**src/rtl/regfile_pkg.sv**
```systemverilog
// Shared constants for the scoreboarded register file and decode:
// default widths and the architectural register index names.
package regfile_pkg;

  localparam int DEF_DATA_W = 16;
  localparam int DEF_ADDR_W = 3;

  typedef enum logic [2:0] {
    V0 = 3'd0,
    V1 = 3'd1,
    V2 = 3'd2,
    V3 = 3'd3,
    T0 = 3'd4,
    T1 = 3'd5,
    A0 = 3'd6,
    A1 = 3'd7
  } regIdx_e;

endpackage

```
**src/rtl/regfile_sb_if.sv**
```systemverilog
// Bus bundle between decode/writeback (master) and the register file (slave):
// two read ports, one write port, the reservation handshake and the busy count.
interface regfile_sb_if
  import regfile_pkg::*;
#(
  parameter int DATA_W = DEF_DATA_W,
  parameter int ADDR_W = DEF_ADDR_W
);

  logic [ADDR_W-1:0] readAddr1;
  logic [ADDR_W-1:0] readAddr2;
  logic [DATA_W-1:0] readData1;
  logic [DATA_W-1:0] readData2;
  logic              readBusy1;
  logic              readBusy2;
  logic              writeEn;
  logic [ADDR_W-1:0] writeAddr;
  logic [DATA_W-1:0] writeData;
  logic              reserveEn;
  logic [ADDR_W-1:0] reserveAddr;
  logic              reserveOk;
  logic [ADDR_W:0]   busyCount;

  modport master (
    output readAddr1, readAddr2, writeEn, writeAddr, writeData, reserveEn, reserveAddr,
    input  readData1, readData2, readBusy1, readBusy2, reserveOk, busyCount
  );

  modport slave (
    input  readAddr1, readAddr2, writeEn, writeAddr, writeData, reserveEn, reserveAddr,
    output readData1, readData2, readBusy1, readBusy2, reserveOk, busyCount
  );

endinterface

```
**src/rtl/regfile_scoreboard.sv**
```systemverilog
// Pending-bit scoreboard: reservation handshake, per-register pending bits
// and the registered count of pending registers.
module regfile_scoreboard #(
  parameter int ADDR_W   = 3,
  parameter int ZERO_REG = 0
) (
  input  logic                       clk,
  input  logic                       reset,
  input  logic                       writeEn,
  input  logic [ADDR_W-1:0]          writeAddr,
  input  logic                       reserveEn,
  input  logic [ADDR_W-1:0]          reserveAddr,
  output logic                       reserveOk,
  output logic [(2**ADDR_W)-1:0]     pending,
  output logic [ADDR_W:0]            busyCount
);

  localparam int NUM_REGS = 2 ** ADDR_W;

  logic [NUM_REGS-1:0] pending_r;
  logic [NUM_REGS-1:0] pendingNext_s;
  logic [ADDR_W:0]     busyCount_r;
  logic [ADDR_W:0]     busyNext_s;
  logic                reserveOk_s;
  logic                reserveZero_s;
  logic                writeZero_s;

  function automatic logic [ADDR_W:0] countOnes(input logic [NUM_REGS-1:0] bits);
    logic [ADDR_W:0] total;
    total = {(ADDR_W+1){1'b0}};
    for (int i = 0; i < NUM_REGS; i++) begin
      total = total + {{ADDR_W{1'b0}}, bits[i]};
    end
    return total;
  endfunction

  // Handshake and next pending state; a same-address reservation beats the write's clear.
  always_comb begin
    reserveZero_s = 1'b0;
    writeZero_s   = 1'b0;
    if (ZERO_REG != 0) begin
      reserveZero_s = (reserveAddr == {ADDR_W{1'b0}});
      writeZero_s   = (writeAddr == {ADDR_W{1'b0}});
    end else begin
      reserveZero_s = 1'b0;
      writeZero_s   = 1'b0;
    end
    reserveOk_s = reserveEn & (reserveZero_s | ~pending_r[reserveAddr] |
                               (writeEn & (writeAddr == reserveAddr)));
    pendingNext_s = pending_r;
    for (int i = 0; i < NUM_REGS; i++) begin
      if (reserveOk_s && !reserveZero_s && (reserveAddr == ADDR_W'(i))) begin
        pendingNext_s[i] = 1'b1;
      end else if (writeEn && !writeZero_s && (writeAddr == ADDR_W'(i))) begin
        pendingNext_s[i] = 1'b0;
      end else begin
        pendingNext_s[i] = pending_r[i];
      end
    end
    busyNext_s = countOnes(pendingNext_s);
  end

  // Pending bits and busy count registers.
  always_ff @(posedge clk or negedge reset) begin
    if (!reset) begin
      pending_r   <= {NUM_REGS{1'b0}};
      busyCount_r <= {(ADDR_W+1){1'b0}};
    end else begin
      pending_r   <= pendingNext_s;
      busyCount_r <= busyNext_s;
    end
  end

  assign reserveOk = reserveOk_s;
  assign pending   = pending_r;
  assign busyCount = busyCount_r;

endmodule

```
**src/rtl/regfile_sb.sv**
```systemverilog
// Scoreboarded register file: data array, read muxes and scoreboard.
// Optional REGFILE_BYPASS_EN forwards the write port to the read ports in the same cycle.
module regfile_sb
  import regfile_pkg::*;
#(
  parameter int DATA_W   = DEF_DATA_W,
  parameter int ADDR_W   = DEF_ADDR_W,
  parameter int ZERO_REG = 0
) (
  input  logic         clk,
  input  logic         reset,
  regfile_sb_if.slave  bus
);

  localparam int NUM_REGS = 2 ** ADDR_W;

  logic [DATA_W-1:0]   regs_r [NUM_REGS];
  logic [NUM_REGS-1:0] pending_s;
  logic                writeZero_s;
  logic                readZero1_s;
  logic                readZero2_s;
  logic [DATA_W-1:0]   readData1_s;
  logic [DATA_W-1:0]   readData2_s;
  logic                readBusy1_s;
  logic                readBusy2_s;

  assign writeZero_s = (ZERO_REG != 0) && (bus.writeAddr == {ADDR_W{1'b0}});
  assign readZero1_s = (ZERO_REG != 0) && (bus.readAddr1 == {ADDR_W{1'b0}});
  assign readZero2_s = (ZERO_REG != 0) && (bus.readAddr2 == {ADDR_W{1'b0}});

  regfile_scoreboard #(
    .ADDR_W   (ADDR_W),
    .ZERO_REG (ZERO_REG)
  ) scoreboard (
    .clk         (clk),
    .reset       (reset),
    .writeEn     (bus.writeEn),
    .writeAddr   (bus.writeAddr),
    .reserveEn   (bus.reserveEn),
    .reserveAddr (bus.reserveAddr),
    .reserveOk   (bus.reserveOk),
    .pending     (pending_s),
    .busyCount   (bus.busyCount)
  );

  // Data array; writes to a hardwired zero register are dropped.
  always_ff @(posedge clk or negedge reset) begin
    if (!reset) begin
      for (int i = 0; i < NUM_REGS; i++) begin
        regs_r[i] <= {DATA_W{1'b0}};
      end
    end else if (bus.writeEn && !writeZero_s) begin
      regs_r[bus.writeAddr] <= bus.writeData;
    end
  end

  // Read muxes: zero register first, then optional forwarding, then stored state.
  always_comb begin
    readData1_s = {DATA_W{1'b0}};
    readBusy1_s = 1'b0;
    readData2_s = {DATA_W{1'b0}};
    readBusy2_s = 1'b0;
    if (readZero1_s) begin
      readData1_s = {DATA_W{1'b0}};
      readBusy1_s = 1'b0;
`ifdef REGFILE_BYPASS_EN
    end else if (bus.writeEn && !writeZero_s && (bus.writeAddr == bus.readAddr1)) begin
      readData1_s = bus.writeData;
      readBusy1_s = 1'b0;
`endif
    end else begin
      readData1_s = regs_r[bus.readAddr1];
      readBusy1_s = pending_s[bus.readAddr1];
    end
    if (readZero2_s) begin
      readData2_s = {DATA_W{1'b0}};
      readBusy2_s = 1'b0;
`ifdef REGFILE_BYPASS_EN
    end else if (bus.writeEn && !writeZero_s && (bus.writeAddr == bus.readAddr2)) begin
      readData2_s = bus.writeData;
      readBusy2_s = 1'b0;
`endif
    end else begin
      readData2_s = regs_r[bus.readAddr2];
      readBusy2_s = pending_s[bus.readAddr2];
    end
  end

  assign bus.readData1 = readData1_s;
  assign bus.readData2 = readData2_s;
  assign bus.readBusy1 = readBusy1_s;
  assign bus.readBusy2 = readBusy2_s;

endmodule

```
**src/flat_wrapper.sv**
```systemverilog
// flat-port wrapper written by rule: the top's interface ports become plain ports
module regfile_sb_flat import regfile_pkg::*;
#(
  parameter int DATA_W   = DEF_DATA_W,
  parameter int ADDR_W   = DEF_ADDR_W,
  parameter int ZERO_REG = 0
)
  (clk, reset, bus_readAddr1, bus_readAddr2, bus_writeEn, bus_writeAddr, bus_writeData, bus_reserveEn, bus_reserveAddr, bus_readData1, bus_readData2, bus_readBusy1, bus_readBusy2, bus_reserveOk, bus_busyCount);
  regfile_sb_if #(.DATA_W(DATA_W), .ADDR_W(ADDR_W)) bus_i ();
  input  logic clk;
  input  logic reset;
  input wire logic [$bits(bus_i.readAddr1)-1:0] bus_readAddr1;
  input wire logic [$bits(bus_i.readAddr2)-1:0] bus_readAddr2;
  input wire logic [$bits(bus_i.writeEn)-1:0] bus_writeEn;
  input wire logic [$bits(bus_i.writeAddr)-1:0] bus_writeAddr;
  input wire logic [$bits(bus_i.writeData)-1:0] bus_writeData;
  input wire logic [$bits(bus_i.reserveEn)-1:0] bus_reserveEn;
  input wire logic [$bits(bus_i.reserveAddr)-1:0] bus_reserveAddr;
  output wire logic [$bits(bus_i.readData1)-1:0] bus_readData1;
  output wire logic [$bits(bus_i.readData2)-1:0] bus_readData2;
  output wire logic [$bits(bus_i.readBusy1)-1:0] bus_readBusy1;
  output wire logic [$bits(bus_i.readBusy2)-1:0] bus_readBusy2;
  output wire logic [$bits(bus_i.reserveOk)-1:0] bus_reserveOk;
  output wire logic [$bits(bus_i.busyCount)-1:0] bus_busyCount;
  assign bus_i.readAddr1 = bus_readAddr1;
  assign bus_i.readAddr2 = bus_readAddr2;
  assign bus_i.writeEn = bus_writeEn;
  assign bus_i.writeAddr = bus_writeAddr;
  assign bus_i.writeData = bus_writeData;
  assign bus_i.reserveEn = bus_reserveEn;
  assign bus_i.reserveAddr = bus_reserveAddr;
  assign bus_readData1 = bus_i.readData1;
  assign bus_readData2 = bus_i.readData2;
  assign bus_readBusy1 = bus_i.readBusy1;
  assign bus_readBusy2 = bus_i.readBusy2;
  assign bus_reserveOk = bus_i.reserveOk;
  assign bus_busyCount = bus_i.busyCount;
  regfile_sb #(.DATA_W(DATA_W), .ADDR_W(ADDR_W), .ZERO_REG(ZERO_REG)) u_core (.clk(clk), .reset(reset), .bus(bus_i));
endmodule
```
**config.mk**
```make
export PLATFORM = sky130hd
export DESIGN_NAME = regfile_sb_flat
export DESIGN_NICKNAME = d
export VERILOG_FILES = /design/src/rtl/regfile_pkg.sv /design/src/rtl/regfile_sb_if.sv /design/src/rtl/regfile_scoreboard.sv /design/src/rtl/regfile_sb.sv /design/src/flat_wrapper.sv
export SDC_FILE = /design/constraint.sdc
export NUM_CORES = 1
export LEC_CHECK = 0
export CORE_MARGIN = 1
export CORE_UTILIZATION = 29
export CTS_BUF_LIST = sky130_fd_sc_hd__clkbuf_8
export CTS_CLUSTER_SIZE = 40
export DETAILED_ROUTE_END_ITERATION = 8
export HOLD_SLACK_MARGIN = 0.03
export PLACE_DENSITY_LB_ADDON = 0.08
export SLEW_MARGIN = 20
export SYNTH_ARGS = -nofsm -noshare
export SYNTH_HDL_FRONTEND = slang
export SYNTH_SLANG_ARGS = --single-unit
```
**constraint.sdc**
```tcl
create_clock -name clk -period 8.9 [get_ports clk]
set_input_delay 0.89 -clock clk [delete_from_list [all_inputs] [get_ports clk]]
set_output_delay 0.89 -clock clk [all_outputs]
set_load 0.1 [all_outputs]
```
==> summary.txt <==
Floorplan
  • Io pins: 71
  • Die width: between 150 and 200 µm
  • Die height: 166 µm
  • Initial Util: 29.7%
  • Placement row count: just under 60
  • Core footprint: roughly 0.026 mm²
  • Die ar.: between 0.02 and 0.03 mm²

GRT
  • GR Util All Layers: roughly 16%
  • Largest net degree at the start of global routing: 74
  • Initial antenna violation count: 0
  • Vias in the first global route: between 4,000 and 5,000
  • First-pass GRT wire length: between 30 and 40 mm
  • Global route total overflow: 0

STA
  • Max Freq: ~0.2 GHz
  • Max-Slew Margin vs Limit: 33.2%
  • Unrepaired setup endpoints after global routing: false
  • Worst Max-Slew Pin Slew: between 900 and 1000 ps
  • Setup Viol. Count Final: 0
  • Clock Skew: between 5 and 6 ps
  • Post-route setup TNS: 0 ps
  • Final worst-path cycle share: 56.4%
  • Minimum clock period: roughly 5000 ps
  • Fin. Hold Viols: 0
  • Pins Over Slew Limit: 0

Pwr
  • Cell Pwr Density: between 200 and 300 mW/mm²
  • Leak Pwr: about 3.6 nW
  • VDD IR max: around 200 µV

Drt
  • Vias per cell: 5.17
  • WL final: roughly 20 mm
  • Final ANT Viol Nets: 0
  • Wire per inst: about 22 µm
  • Via count: about 4,600
  • Drt first pass iters: 6
  • Initial DRC Count: ~170
  • Drt drc: 7

Clock network
  • Clock transition at the registers of the reported paths: roughly 90 ps
  • Cts bufs inserted: 17
  • Worst-Skew Late Latency: approximately 440 ps
  • H-tree depth: 4
  • Post-CTS Setup Inserts: 0
  • Clock Path Buffers: 2
  • Hold-fix buffers, CTS: 0
  • CTS tree: yes
  • CTS root buffer: clkbuf_8
  • Sink Count: 140
  • CTS resizes: 0

Run status
  • Failing checks: DRC
  • Status: complete, but fails checks

Setup path
  • Setup crit start kind: input pin
  • CP cell instances: clkdlybuf4s50_1 -> nor3_4 -> mux2_2 -> o21ai_0 -> ha_1 -> inv_1 -> fa_1 -> fa_1 -> inv_1 -> fa_1 -> inv_1 -> fa_1 -> inv_1
  • Worst Path Arrival: 5410 ps
  • Slowest-stage cell, CP: nor3_4
  • Nature of the critical path endpoint: flop
  • Cell family with most CP delay: adder cells
  • WP buf/inv: 5
  • R2R setup slack: roughly 5000 ps
  • Critical path required time: slightly above 9000 ps
  • Crit-path max cell delay: ~940 ps
  • Worst-path maximum fanout: 17
  • Kind of critical path: input pin to flop

Placed design
  • Number of buffers added on ports: 70
  • Hpwl dp: around 12 mm
  • GPL Wtd Cong: 0.748
  • Placed cell count: around 850

Synthesis
  • Post-synthesis simple-gate area fraction: under 10%
  • Distinct cells, synth: 39
  • Yosys top cell by area: dfrtp_1
  • Compound-Gate Fraction of Synth Area: between 1.5 and 2%
  • Cells after Synth: approximately 480
  • Synth Area in XOR/XNOR: less than 1%
  • Synth Net Count: around 520
  • Mux contribution to synthesized area: around 44%
  • Sequential fraction of the synthesis area: 45.1%
  • Synth Warn #: 0
  • Mapped cell area: 0.00776 mm²
  • Adder-cell share of the synthesized area: 1.52%
  • Top cell type's share of synthesized area: a little under half
  • Main combinational cell family by area after synthesis: multiplexers
  • Largest cells by area after synthesis: dfrtp_1 45%, mux2_2 24%, mux4_2 20%
  • Synthesized flop and latch total: between 100 and 150
  • Average size of a mapped cell: about 16 µm²

Cells and area
  • Layout area overhead: 17.2%
  • ANT cells: 0
  • Layout Cells excl Fill: slightly below 900
  • Nets: approximately 580
  • Share of cells above drive strength 1: between 50 and 60%

Hold path
  • Hold WC Path Type: input pin to asynchronous set/reset pin

Run
  • Number of max-cap violations: 0
-- worst register-to-register path, cell delays in order (launching register included) --
cell     delay [ps]
dfrtp_1         440
mux2_1          310
o22ai_1         200
a41oi_1         110
o21ai_0         340
ha_1            290
inv_1            80
fa_1            410
fa_1            550
inv_1            50
fa_1            400
inv_1            80
fa_1            410
inv_1            60
-- synthesized netlist by cell type --
cell type / number
inv_1: 8
nor2b_2: 1
buf_4: 9
nand4b_1: 1
a32o_1: 4
clkbuf_1: 11
mux2_1: 1
mux4_2: 69
and2_1: 3
nand2_1: 3
nor2b_4: 1
nand4b_2: 1
nand3b_1: 3
a21oi_1: 2
nand3_2: 1
o21ai_0: 3
nand3_4: 1
buf_2: 7
fa_1: 4
buf_6: 10
nor3b_4: 1
a41o_1: 1
nor2_1: 4
nand2b_4: 1
nand2b_1: 1
dfrtp_1: 140
nor3_4: 2
mux2_2: 165
a211o_1: 1
a32oi_1: 3
o21a_1: 1
xnor2_1: 4
nor2b_1: 4
o22ai_1: 1
nand4_2: 1
a211oi_1: 1
buf_1: 1
ha_1: 3
a41oi_1: 1
-- cells in the final DEF (no fill, tap or decap), types with 4 or more instances in the layout --
master / instances
xnor2_1: 4
mux2_2: 165
nor2b_1: 4
a32o_1: 4
inv_1: 8
bufinv_16: 4
nor2_1: 4
fa_1: 4
mux4_2: 69
clkinvlp_4: 4
dfrtp_1: 140
buf_4: 10
clkbuf_8: 19
clkdlybuf4s50_1: 65
-- logic make-up (layout without fill, tap and decap cells) --
group	Yosys count	count (layout)
muxes	235	235
DFF	140	140
buffers and inverters	46	116
AOI/OAI and AO/OA	18	18
and+or+nand+nor	29	29
adders and majority gates	7	7
xor gates and xnor gates	4	4
-- layer usage --
metal / global-route usage [%] / share of wire [%] / wire (µm)
met1: 20.8 / 46 / 9030
met2: 26.2 / 50 / 10000
met3: 3.22 / 3.2 / 636
met4: 3.68 / 0.74 / 146
met5: 0 / 0 / 0
-- worst paths after layout --
check                           depth (start not counted)                                  endpoint                                   start
worst max-delay path                                   13  u_core.scoreboard.busyCount[1]$_DFF_PN0_                        bus_writeAddr[1]
worst max register to register                         13  u_core.scoreboard.busyCount[1]$_DFF_PN0_  u_core.scoreboard.pending[7]$_DFF_PN0_
min in group clk                                        1             u_core.regs_r[84]$_DFFE_PN0P_           u_core.regs_r[84]$_DFFE_PN0P_
worst min-delay path                                    1             u_core.regs_r[44]$_DFFE_PN0P_                                   reset
worst min register to register                          1             u_core.regs_r[84]$_DFFE_PN0P_           u_core.regs_r[84]$_DFFE_PN0P_
max in group asynchronous                               2            u_core.regs_r[114]$_DFFE_PN0P_                                   reset
-- through the flow --
stage / hold slack, ps / area [µm²] / setup slack [ps] / utilization (%) / power (W)
after floorplan: 491 / 7760 / 4790 / - / 0.00169
after global placement: 500 / 8670 / 3450 / 33.2 / 0.00192
after detailed placement: 512 / 8670 / 3330 / 33.2 / 0.00193
after CTS: 475 / 9100 / 3810 / 34.8 / 0.00252
after global routing: 497 / 9100 / 3640 / 34.8 / 0.00262
final: 483 / 9100 / 3880 / 34.8 / 0.00248
-- where the power goes --
part           switching (W)  internal, W
Sequential          0.000103     0.000783
Combinational       0.000617     0.000405
Clock               0.000254     0.000317
Total               0.000974      0.00151
-- area by class of cell --
class	instances	area (µm²)
Tap cell	335	419
Sequential cell	140	3500
Clock inverter	11	169
Inverter	8	30.0
Clock buffer	19	262
Fill cell	2571	17000
Timing Repair Buffer	78	747
Multi-Input combinational cell	293	3970
-- flip-flops by register name, summed over array words and instances (netlist names) --
signal	flops
u_core.regs_r	128
u_core.scoreboard.busyCount	4
u_core.scoreboard.pending	8
Note: power is estimated with default switching activity, not from simulation.
